--- src/rtl/reset_request_ctrl_pkg.sv ---
// +----------------------------------------------------------------------------+
// | Module      : reset_pkg                                                    |
// | Description : Shared state and reset-cause encodings for reset_request_ctrl|
// | Revision    : 1.0 - initial release                                        |
// +----------------------------------------------------------------------------+
`default_nettype none

package reset_pkg;

  typedef enum logic [1:0] {
    IDLE    = 2'd0,
    ASSERT  = 2'd1,
    HOLDOFF = 2'd2
  } state_t;

  localparam logic [1:0] CAUSE_NONE = 2'b00;
  localparam logic [1:0] CAUSE_SW   = 2'b01;
  localparam logic [1:0] CAUSE_WDT  = 2'b10;
  localparam logic [1:0] CAUSE_BOTH = 2'b11;

  // Width of the shared pulse/holdoff down-counter.
  function automatic int unsigned phase_cnt_width(input int unsigned pulse,
                                                  input int unsigned holdoff);
    int unsigned longest;
    longest = (pulse > holdoff) ? pulse : holdoff;
    return $clog2(longest + 1);
  endfunction

endpackage

`default_nettype wire

--- src/rtl/reset_request_ctrl_if.sv ---
// +----------------------------------------------------------------------------+
// | Module      : reset_request_ctrl_if                                        |
// | Description : Request, watchdog and status signals of reset_request_ctrl   |
// | Revision    : 1.0 - initial release                                        |
// +----------------------------------------------------------------------------+
`default_nettype none

interface reset_request_ctrl_if
  import reset_pkg::*;
#(
  parameter int WDT_WIDTH = 24
);

  logic                 sw_rst_req;
  logic                 wdt_en;
  logic                 wdt_kick;
  logic [WDT_WIDTH-1:0] wdt_timeout;
  logic                 sys_ready;
  logic                 cause_clr;
  logic                 rst_req_n;
  logic [1:0]           rst_cause;
  logic [WDT_WIDTH-1:0] wdt_count;
  logic                 busy;

  modport master (
    output sw_rst_req, wdt_en, wdt_kick, wdt_timeout, sys_ready, cause_clr,
    input  rst_req_n, rst_cause, wdt_count, busy
  );

  modport slave (
    input  sw_rst_req, wdt_en, wdt_kick, wdt_timeout, sys_ready, cause_clr,
    output rst_req_n, rst_cause, wdt_count, busy
  );

endinterface

`default_nettype wire

--- src/rtl/reset_request_ctrl_wdt_counter.sv ---
// +----------------------------------------------------------------------------+
// | Module      : wdt_counter                                                  |
// | Description : Watchdog down-counter with load/kick and expiry strobe       |
// | Revision    : 1.0 - initial release                                        |
// +----------------------------------------------------------------------------+
`default_nettype none

module wdt_counter
  import reset_pkg::*;
#(
  parameter int WDT_WIDTH = 24
) (
  input  logic                 clk,
  input  logic                 rstn,
  input  logic                 en,
  input  logic                 kick,
  input  logic [WDT_WIDTH-1:0] load_value,
  input  logic                 run,
  output logic [WDT_WIDTH-1:0] count,
  output logic                 expire
);

  localparam logic [WDT_WIDTH-1:0] c_zero = '0;
  localparam logic [WDT_WIDTH-1:0] c_one  = {{(WDT_WIDTH-1){1'b0}}, 1'b1};

  logic                 r_en_d;
  logic [WDT_WIDTH-1:0] r_count;
  logic                 w_load;
  logic [WDT_WIDTH-1:0] w_load_value;

  assign w_load       = en & (~r_en_d | kick);
  assign w_load_value = (load_value == c_zero) ? c_one : load_value;

  // A reload in the expiry cycle suppresses the trigger.
  assign expire = en & run & (r_count == c_one) & ~w_load;
  assign count  = r_count;

  always_ff @(posedge clk or negedge rstn) begin
    if (!rstn) begin
      r_en_d  <= 1'b0;
      r_count <= c_zero;
    end else begin
      r_en_d <= en;
      if (!en) begin
        r_count <= c_zero;
      end else if (w_load) begin
        r_count <= w_load_value;
      end else if (run && (r_count != c_zero)) begin
        r_count <= r_count - c_one;
      end
    end
  end

endmodule

`default_nettype wire

--- src/rtl/reset_request_ctrl.sv ---
// +----------------------------------------------------------------------------+
// | Module      : reset_request_ctrl                                           |
// | Description : Stretched reset request pulse with sticky reset-cause record |
// | Revision    : 1.0 - initial release                                        |
// +----------------------------------------------------------------------------+
`default_nettype none

module reset_request_ctrl
  import reset_pkg::*;
#(
  parameter int WDT_WIDTH      = 24,
  parameter int PULSE_CYCLES   = 16,
  parameter int HOLDOFF_CYCLES = 8
) (
  input  logic                 clk,
  input  logic                 rstn,
  reset_request_ctrl_if.slave  bus
);

  localparam int CNT_W = phase_cnt_width(PULSE_CYCLES, HOLDOFF_CYCLES);

  localparam logic [CNT_W-1:0] c_cnt_zero   = '0;
  localparam logic [CNT_W-1:0] c_cnt_one    = {{(CNT_W-1){1'b0}}, 1'b1};
  localparam logic [CNT_W-1:0] c_pulse_load = CNT_W'(PULSE_CYCLES - 1);
  localparam logic [CNT_W-1:0] c_hold_load  = CNT_W'(HOLDOFF_CYCLES - 1);

  state_t               r_state;
  logic [CNT_W-1:0]     r_cnt;
  logic                 r_req_n;
  logic                 r_busy;
  logic [1:0]           r_cause;

  logic                 w_idle;
  logic                 w_expire;
  logic                 w_sw_trig;
  logic                 w_wdt_trig;
  logic                 w_trigger;
  logic [WDT_WIDTH-1:0] w_count;

  assign w_idle     = (r_state == IDLE);
  assign w_sw_trig  = w_idle & bus.sw_rst_req;
  assign w_wdt_trig = w_idle & w_expire;
  assign w_trigger  = w_sw_trig | w_wdt_trig;

  // The watchdog only runs while the system is up and no request is in flight.
  wdt_counter #(
    .WDT_WIDTH (WDT_WIDTH)
  ) u_wdt (
    .clk        (clk),
    .rstn       (rstn),
    .en         (bus.wdt_en),
    .kick       (bus.wdt_kick),
    .load_value (bus.wdt_timeout),
    .run        (bus.sys_ready & w_idle),
    .count      (w_count),
    .expire     (w_expire)
  );

  always_ff @(posedge clk or negedge rstn) begin
    if (!rstn) begin
      r_state <= IDLE;
      r_cnt   <= c_cnt_zero;
      r_req_n <= 1'b1;
      r_busy  <= 1'b0;
      r_cause <= CAUSE_NONE;
    end else begin
      case (r_state)
        IDLE: begin
          if (w_trigger) begin
            r_state <= ASSERT;
            r_cnt   <= c_pulse_load;
            r_req_n <= 1'b0;
            r_busy  <= 1'b1;
          end
        end
        ASSERT: begin
          if (r_cnt == c_cnt_zero) begin
            r_state <= HOLDOFF;
            r_cnt   <= c_hold_load;
            r_req_n <= 1'b1;
          end else begin
            r_cnt <= r_cnt - c_cnt_one;
          end
        end
        HOLDOFF: begin
          // Holdoff expiry alone is not enough; wait for the system to come back.
          if (r_cnt == c_cnt_zero) begin
            if (bus.sys_ready) begin
              r_state <= IDLE;
              r_busy  <= 1'b0;
            end
          end else begin
            r_cnt <= r_cnt - c_cnt_one;
          end
        end
        default: begin
          r_state <= IDLE;
          r_cnt   <= c_cnt_zero;
          r_req_n <= 1'b1;
          r_busy  <= 1'b0;
        end
      endcase

      if (w_trigger) begin
        r_cause <= {w_wdt_trig, w_sw_trig};
      end else if (bus.cause_clr) begin
        r_cause <= CAUSE_NONE;
      end
    end
  end

  assign bus.rst_req_n = r_req_n;
  assign bus.busy      = r_busy;
  assign bus.rst_cause = r_cause;
  assign bus.wdt_count = w_count;

endmodule

`default_nettype wire

--- src/flat_wrapper.sv ---
// flat-port wrapper written by rule: the top's interface ports become plain ports
module reset_request_ctrl_flat import reset_pkg::*;
#(
  parameter int WDT_WIDTH      = 24,
  parameter int PULSE_CYCLES   = 16,
  parameter int HOLDOFF_CYCLES = 8
)
  (clk, rstn, bus_sw_rst_req, bus_wdt_en, bus_wdt_kick, bus_wdt_timeout, bus_sys_ready, bus_cause_clr, bus_rst_req_n, bus_rst_cause, bus_wdt_count, bus_busy);
  reset_request_ctrl_if #(.WDT_WIDTH(WDT_WIDTH)) bus_i ();
  input  logic clk;
  input  logic rstn;
  input wire logic [$bits(bus_i.sw_rst_req)-1:0] bus_sw_rst_req;
  input wire logic [$bits(bus_i.wdt_en)-1:0] bus_wdt_en;
  input wire logic [$bits(bus_i.wdt_kick)-1:0] bus_wdt_kick;
  input wire logic [$bits(bus_i.wdt_timeout)-1:0] bus_wdt_timeout;
  input wire logic [$bits(bus_i.sys_ready)-1:0] bus_sys_ready;
  input wire logic [$bits(bus_i.cause_clr)-1:0] bus_cause_clr;
  output wire logic [$bits(bus_i.rst_req_n)-1:0] bus_rst_req_n;
  output wire logic [$bits(bus_i.rst_cause)-1:0] bus_rst_cause;
  output wire logic [$bits(bus_i.wdt_count)-1:0] bus_wdt_count;
  output wire logic [$bits(bus_i.busy)-1:0] bus_busy;
  assign bus_i.sw_rst_req = bus_sw_rst_req;
  assign bus_i.wdt_en = bus_wdt_en;
  assign bus_i.wdt_kick = bus_wdt_kick;
  assign bus_i.wdt_timeout = bus_wdt_timeout;
  assign bus_i.sys_ready = bus_sys_ready;
  assign bus_i.cause_clr = bus_cause_clr;
  assign bus_rst_req_n = bus_i.rst_req_n;
  assign bus_rst_cause = bus_i.rst_cause;
  assign bus_wdt_count = bus_i.wdt_count;
  assign bus_busy = bus_i.busy;
  reset_request_ctrl #(.WDT_WIDTH(WDT_WIDTH), .PULSE_CYCLES(PULSE_CYCLES), .HOLDOFF_CYCLES(HOLDOFF_CYCLES)) u_core (.clk(clk), .rstn(rstn), .bus(bus_i));
endmodule
--- config.mk ---
export PLATFORM = sky130hd
export DESIGN_NAME = reset_request_ctrl_flat
export DESIGN_NICKNAME = d
export VERILOG_FILES = /design/src/rtl/reset_request_ctrl_pkg.sv /design/src/rtl/reset_request_ctrl_if.sv /design/src/rtl/reset_request_ctrl_wdt_counter.sv /design/src/rtl/reset_request_ctrl.sv /design/src/flat_wrapper.sv
export SDC_FILE = /design/constraint.sdc
export NUM_CORES = 1
export LEC_CHECK = 0
export ABC_AREA = 1
export CAP_MARGIN = 15
export CORE_MARGIN = 8
export CORE_UTILIZATION = 51
export CTS_BUF_LIST = sky130_fd_sc_hd__clkbuf_16
export CTS_CLUSTER_SIZE = 28
export DETAILED_ROUTE_END_ITERATION = 10
export HOLD_SLACK_MARGIN = 0.15
export PLACE_DENSITY = 0.8
export SYNTH_ARGS = -nofsm -noshare
export SYNTH_HDL_FRONTEND = slang
export SYNTH_HIERARCHICAL = 1
export SYNTH_SLANG_ARGS = --single-unit
--- constraint.sdc ---
create_clock -name clk -period 2.4 [get_ports clk]
set_clock_uncertainty 0.05 [all_clocks]
set_input_delay 0.48 -clock clk [delete_from_list [all_inputs] [get_ports clk]]
set_output_delay 0.48 -clock clk [all_outputs]
set_load 0.01 [all_outputs]
Yosys cells after proc, flatten, opt, wreduce, memory -nomap -nowiden
Index checks and enable logic that the tools add are counted.
{ "classes": {"eq_ne": 9, "n_reduce_logical": 10, "bitwise": 13, "addsub": 2, "muxes": 22} }
{ "ops": {"columns": ["cell", "n"], "rows": [
  ["24-bit 2-to-1 mux", 4],
  ["24-bit by 1-bit equality test with 1-bit output (second input constant)", 1],
  ["24-bit zero test", 1],
  ["24-bit nonzero test", 1],
  ["24-bit by 1-bit subtractor with 24-bit output (second input constant)", 1],
  ["5-bit 2-to-1 mux", 3],
  ["5-bit case mux with 3 select lines", 1],
  ["2-bit 2-to-1 mux", 6],
  ["4-bit AND reduction", 2],
  ["1-bit AND", 7],
  ["2-bit inequality test (second input constant)", 3],
  ["1-bit case mux with 3 select lines", 2],
  ["2-bit case mux with 3 select lines", 1],
  ["5-bit zero test", 1],
  ["1-bit 2-to-1 mux", 5],
  ["5-bit by 1-bit subtractor with 5-bit output (second input constant)", 1],
  ["2-bit by 1-bit inequality test with 1-bit output (second input constant)", 2],
  ["1-bit inverter", 4],
  ["3-bit by 1-bit inequality test with 1-bit output (second input constant)", 1],
  ["3-bit AND reduction", 1],
  ["2-bit by 1-bit equality test with 1-bit output (second input constant)", 1],
  ["2-bit equality test (second input constant)", 1],
  ["2-bit zero test", 1],
  ["1-bit bitwise OR", 2],
  ["3 further kinds", 3]
]} }
{ "word_totals": {"in_bits": 31, "register_bits": 36, "output_inout_bits": 28} }

Depth between registers and ports, before layout
{ "logic_depth": {"word_depth": 9, "depth_mapped": 13} }

Hierarchy
The synthesis kept the hierarchy.
{ "by_module_without_submodules": {"columns": ["mod", "instances", "cells_each", "area_per_inst_um2"], "rows": [
  ["wdt_counter", 1, 322, 2023.2],
  ["reset_request_ctrl", 1, 85, 663.1]
]} }

Worst setup path before layout
Ideal clock, no wire load.
{ "synth_path": {"path_kind": "input to register", "startpoint": "input bus_wdt_kick", "endpoint": "register u_core.r_cnt[0]", "path_stages": 11, "setup_ps": 74, "required_ps": 2276, "t_arrival_ps": 1854, "setup_slack_ps": 422, "path_cell_list": "nor2_2 nand2_1 inv_1 nand4_1 nor3b_1 inv_1 nand3_4 inv_2 nor2_4 nand2_1 o21ai_2"} }
{ "synth_via": {"elab_chain_cells": 8} }
{ "synth_lines": {"columns": ["item", "line_no", "rtl"], "rows": [
  ["start: declaration", "flat_wrapper.sv:14", "input wire logic [$bits(bus_i.wdt_kick)-1:0] bus_wdt_kick;"],
  ["1-bit bitwise OR", "reset_request_ctrl_wdt_counter.sv:31", "assign w_load = en & (~r_en_d | kick);"],
  ["1-bit AND", "reset_request_ctrl_wdt_counter.sv:31", null],
  ["1-bit inverter", "reset_request_ctrl_wdt_counter.sv:35", "assign expire = en & run & (r_count == c_one) & ~w_load;"],
  ["1-bit AND", "reset_request_ctrl_wdt_counter.sv:35", null],
  ["via u_core.w_expire", "reset_request_ctrl.sv:34", "logic w_expire;"],
  ["1-bit AND", "reset_request_ctrl.sv:42", "assign w_wdt_trig = w_idle & w_expire;"],
  ["1-bit bitwise OR", "reset_request_ctrl.sv:43", "assign w_trigger = w_sw_trig | w_wdt_trig;"],
  ["2-bit inequality test (no source line)", null, null],
  ["2-bit AND reduction (no source line)", null, null],
  ["end signal: assignment", "reset_request_ctrl.sv:62", "r_cnt <= c_cnt_zero;"],
  ["end signal: assignment", "reset_request_ctrl.sv:71", "r_cnt <= c_pulse_load;"],
  ["end signal: assignment", "reset_request_ctrl.sv:79", "r_cnt <= c_hold_load;"],
  ["end: declaration", "reset_request_ctrl.sv:28", "logic [CNT_W-1:0] r_cnt;"]
]} }
The timed path passes the listed nets, and every way through them passes these cells.
A chain may end at the register's enable or synchronous reset.

Worst setup path in the final report
{ "layout_path": {"startpoint": "register u_core.u_wdt.r_count[13], in the netlist u_core/u_wdt/count[13]", "endpoint": "register u_core.r_cnt[0]"} }
{ "layout_via": {"elab_chain_cells": 7} }
{ "layout_lines": {"columns": ["item", "line_no", "rtl"], "rows": [
  ["start: declaration", "reset_request_ctrl_wdt_counter.sv:27", "logic [WDT_WIDTH-1:0] r_count;"],
  ["start signal: assignment", "reset_request_ctrl_wdt_counter.sv:41", "r_count <= c_zero;"],
  ["start signal: assignment", "reset_request_ctrl_wdt_counter.sv:45", "r_count <= c_zero;"],
  ["start signal: assignment", "reset_request_ctrl_wdt_counter.sv:47", "r_count <= w_load_value;"],
  ["24-bit by 1-bit equality test with 1-bit output", "reset_request_ctrl_wdt_counter.sv:35", null],
  ["1-bit AND (2 in a row)", "reset_request_ctrl_wdt_counter.sv:35", null],
  ["via u_core.w_expire", "reset_request_ctrl.sv:34", null],
  ["1-bit AND", "reset_request_ctrl.sv:42", null],
  ["1-bit bitwise OR", "reset_request_ctrl.sv:43", null],
  ["2-bit inequality test (no source line)", null, null],
  ["2-bit AND reduction (no source line)", null, null]
]} }
The timed path passes the listed nets, and every way through them passes these cells.

==> out/summary.txt <==
Outcome -> complete, no violations
Die Wd -> 88.6 microns
# IOs -> 59
Site Rows -> 26
Final Util -> 69.4%
R2R Path End -> u_core/r_cnt[0]$_DFFE_PN0P_
Synth top cells by count -> nand2_1, nor2_1, inv_1, nand3_1, dfrtp_1
Distinct cell type count after synthesis -> 33
Clock sinks -> 36
Detailed placement HPWL -> 5890 microns
Yosys top cell by area -> dfrtp_1
RSZ-0062 raised after global routing -> false
Post-Synth Adder-Cell Area -> 1.86%
GRT overflow -> 0
Setup TNS Final -> 0 ns
Port bufs -> 58
Mapped cell area -> 0.00269 sq mm
Combinational family with the most area after synthesis -> simple AND/OR/NAND/NOR gates
Final non-filler cell total -> 546
Final Hold Vio Count -> 0
Worst reg2reg setup slack -> 0.26 ns
Root buffer cell -> clkbuf_16
Share of cells above drive strength 1 -> 11.3%
DRC violations left -> 0
Final WL -> 7680 microns
Flops & latches, synth -> 36
CTS tree -> built
LEAKAGE -> 0.00172 uW
Hold buffer count at cts -> 0
Post-CTS resize count -> 0
DRT iter0 DRCs -> 211
DR WL met2 -> 3660 microns
Post-CTS Setup Bufs -> 0
Yosys warns -> 6
F_max -> 0.468 GHz
Post-DRT Antenna Nets -> 0
Initial core utilization -> 52.6%
Worst path required time -> 2.56 ns
Inserted Clock Buffers -> 5
Multiplexer area fraction after synthesis -> 0%
H-tree Lvls -> 2
Crit-path cells -> nor2_2 > nand2_2 > nor4_1 > nor3b_1 > inv_1 > nand3_4 > inv_2 > nor2_4 > nand2_1 > o21ai_2
Crit path DAT -> 2.30 ns
Worst path bufs/invs -> 2
Hold EP -> u_core/bus.rst_req_n$_DFFE_PN1P_
Met3 Wirelength -> 568 microns
Pre-antenna DRT Iters -> 5
Number of global-route vias before repair -> 2801
Syn Area/Cell -> 6.60 sq um
Class of the worst hold path -> reg -> reg
Fin crit period -> 2.14 ns
Compound-Gate Fraction of Synth Area -> 10.0%
Vias per cell -> 5.34
Die area -> 0.00785 sq mm
Clock tree buffer depth -> 2
Worst hold path stage count -> 2
Relative slew slack -> 67.7%
Max-cap violations -> 0
Largest net degree at the start of global routing -> 37
Synth area leaders -> dfrtp_1, nand2_1, nor2_1
CP Depth -> 10
Critical hold path startpoint -> u_core/bus.rst_req_n$_DFFE_PN1P_
Worst setup path class -> reg -> reg
Max incr delay on CP -> 0.44 ns
Total power -> 2920 uW
Synth async-reset ratio -> 100%
Wire length of the first global-routing pass -> 13000 microns
Mapped Cells -> 407
Met1 Wirelength -> 3390 microns
Placer Congestion -> 0.911
Cell family with most CP delay -> simple AND/OR/NAND/NOR gates
CP Launch Type -> flop
Final Cycle Share -> 89.0%
Top cell type's share of synthesized area -> 32.6%
Post-Place Cells -> 538
Cell area power density -> 825 mW/mm^2
Reg2Reg Depth -> 10
Area Overhead vs Synth -> 31.9%
Die Y -> 88.6 microns
Syn nets -> 442
Slowest CP cell -> dfrtp_1
GRT Util Overall -> 20.9%
Simple-Gate Fraction of Synth Area -> 43.3%
Slew @ Worst Pin -> 0.485 ns
Primary FF master, synth -> dfrtp_1
Placeable Area -> 0.00511 sq mm
WL/cell -> 14.1 microns
Peak supply drop -> 390 uV
Worst-path fanout max -> 7
Post-synth EDFFs -> 0
Fin. max-slew vios -> 0
CTS clk-pin slew, worst paths -> 0.06 ns
Top layer reached by signal wires -> met4
Final setup viols -> 0
Post-synthesis sequential area ratio -> 33.6%
Critical Path End Type -> flop
Worst r2r src -> u_core/u_wdt/count[13]$_DFFE_PN0P_
Initial antenna violation count -> 0
ANT cells -> 0
Vias -> 2917
Worst-Skew Late Latency -> 0.28 ns
Most common cell in the netlist -> nand2_1
Nets@finish -> 510
Synth Area in XOR/XNOR -> 1.63%
-- power breakdown --
part	switching (uW)	internal, uW	leakage [uW]	total, uW
Clock	256	488	0.0000798	743
Combinational	762	533	0.00118	1300
Sequential	142	743	0.000463	885
Total	1160	1760	0.00172	2920
-- placed cells by master (no fill, tap or decap) --
cell,synthesis,routed
nand2_1,113,113
nand3_4,1,1
nor2_1,60,60
nor2_2,8,8
clkinvlp_4,0,1
dfrtp_1,35,35
nor3b_1,1,1
o21ai_1,4,4
inv_1,50,50
clkdlybuf4s50_1,0,58
nand2_2,4,4
a21boi_1,1,1
nor4_1,1,1
nand3b_1,2,2
or2_2,3,3
nand3_2,3,3
a21oi_1,2,2
ha_1,4,4
clkbuf_16,0,5
xor2_1,4,4
a21oi_2,1,1
xnor2_1,1,1
or2_0,1,1
nor2_4,5,5
o22ai_1,7,7
inv_2,4,4
dfstp_2,1,1
o21ai_0,27,27
clkinv_2,0,1
buf_4,0,9
inv_6,1,1
nand3_1,39,39
nand4_1,12,12
o21ai_2,5,5
bufinv_16,0,1
nand2_4,1,1
-- metal layers --
layer | track usage [%] | vias to the layer above
met5 | 0 | -
met4 | 5.22 | 0
met3 | 4.36 | 7
met1 | 26.7 | 1343
li1 | - | 1449
met2 | 34.8 | 118
-- worst max-delay path by stage --
stage / from / endpoint / slack, ns
2_1_floorplan: bus_wdt_kick / u_core/r_cnt[0]$_DFFE_PN0P_ / 0.42
3_3_place_gp: bus_wdt_kick / u_core/r_cnt[0]$_DFFE_PN0P_ / 0.08
3_5_place_dp: bus_wdt_kick / u_core/r_cnt[0]$_DFFE_PN0P_ / 0.01
4_1_cts: u_core/u_wdt/count[13]$_DFFE_PN0P_ / u_core/r_cnt[0]$_DFFE_PN0P_ / 0.27
5_1_grt: u_core/u_wdt/count[15]$_DFFE_PN0P_ / u_core/r_cnt[3]$_DFFE_PN0P_ / 0.11
6_report: u_core/u_wdt/count[13]$_DFFE_PN0P_ / u_core/r_cnt[0]$_DFFE_PN0P_ / 0.26
-- state kept, by name (all words and copies together) (netlist names) --
signal                flops
u_core/r_cnt              5
u_core/bus.rst_req_n      1
u_core/bus.rst_cause      2
u_core/u_wdt/r_en_d       1
u_core/bus.busy           1
u_core/u_wdt/count       24
u_core/r_state            2
-- worst register-to-register path, delay by kind of cell (launching register included) --
family / cells / cell delay [ns]
buffers and inverters: 2 / 0.19
and+or+nand+nor: 7 / 1.32
DFF: 1 / 0.44
AOI/OAI and AO/OA: 1 / 0.06
-- cell type report --
type | instances | area [sq um]
clock inverter | 3 | 42.5
tap | 70 | 87.6
fill | 454 | 1560
clock buffer | 5 | 125
multi-input combinational | 310 | 1530
timing repair buffer | 67 | 648
sequential | 36 | 902
inverter | 55 | 211
-- through the flow --
stage               worst slack [ns]  cell area (sq um)  hold WS (ns)
finish                         0.263               3540         0.412
global route                   0.107               3540         0.441
CTS                            0.265               3540         0.415
detailed placement            0.0128               3380         0.406
global placement              0.0806               3380         0.402
floorplan                      0.422               2690         0.134
-- kinds of logic (layout without fill, tap and decap cells) --
| family | count (synthesis) | after routing |
|---|---|---|
| xor+xnor | 5 | 5 |
| flops | 36 | 36 |
| buf+inv | 61 | 130 |
| fa+ha+maj | 4 | 4 |
| simple gates | 254 | 254 |
| compound gates | 47 | 47 |
Power figures use the tool's default switching activity.
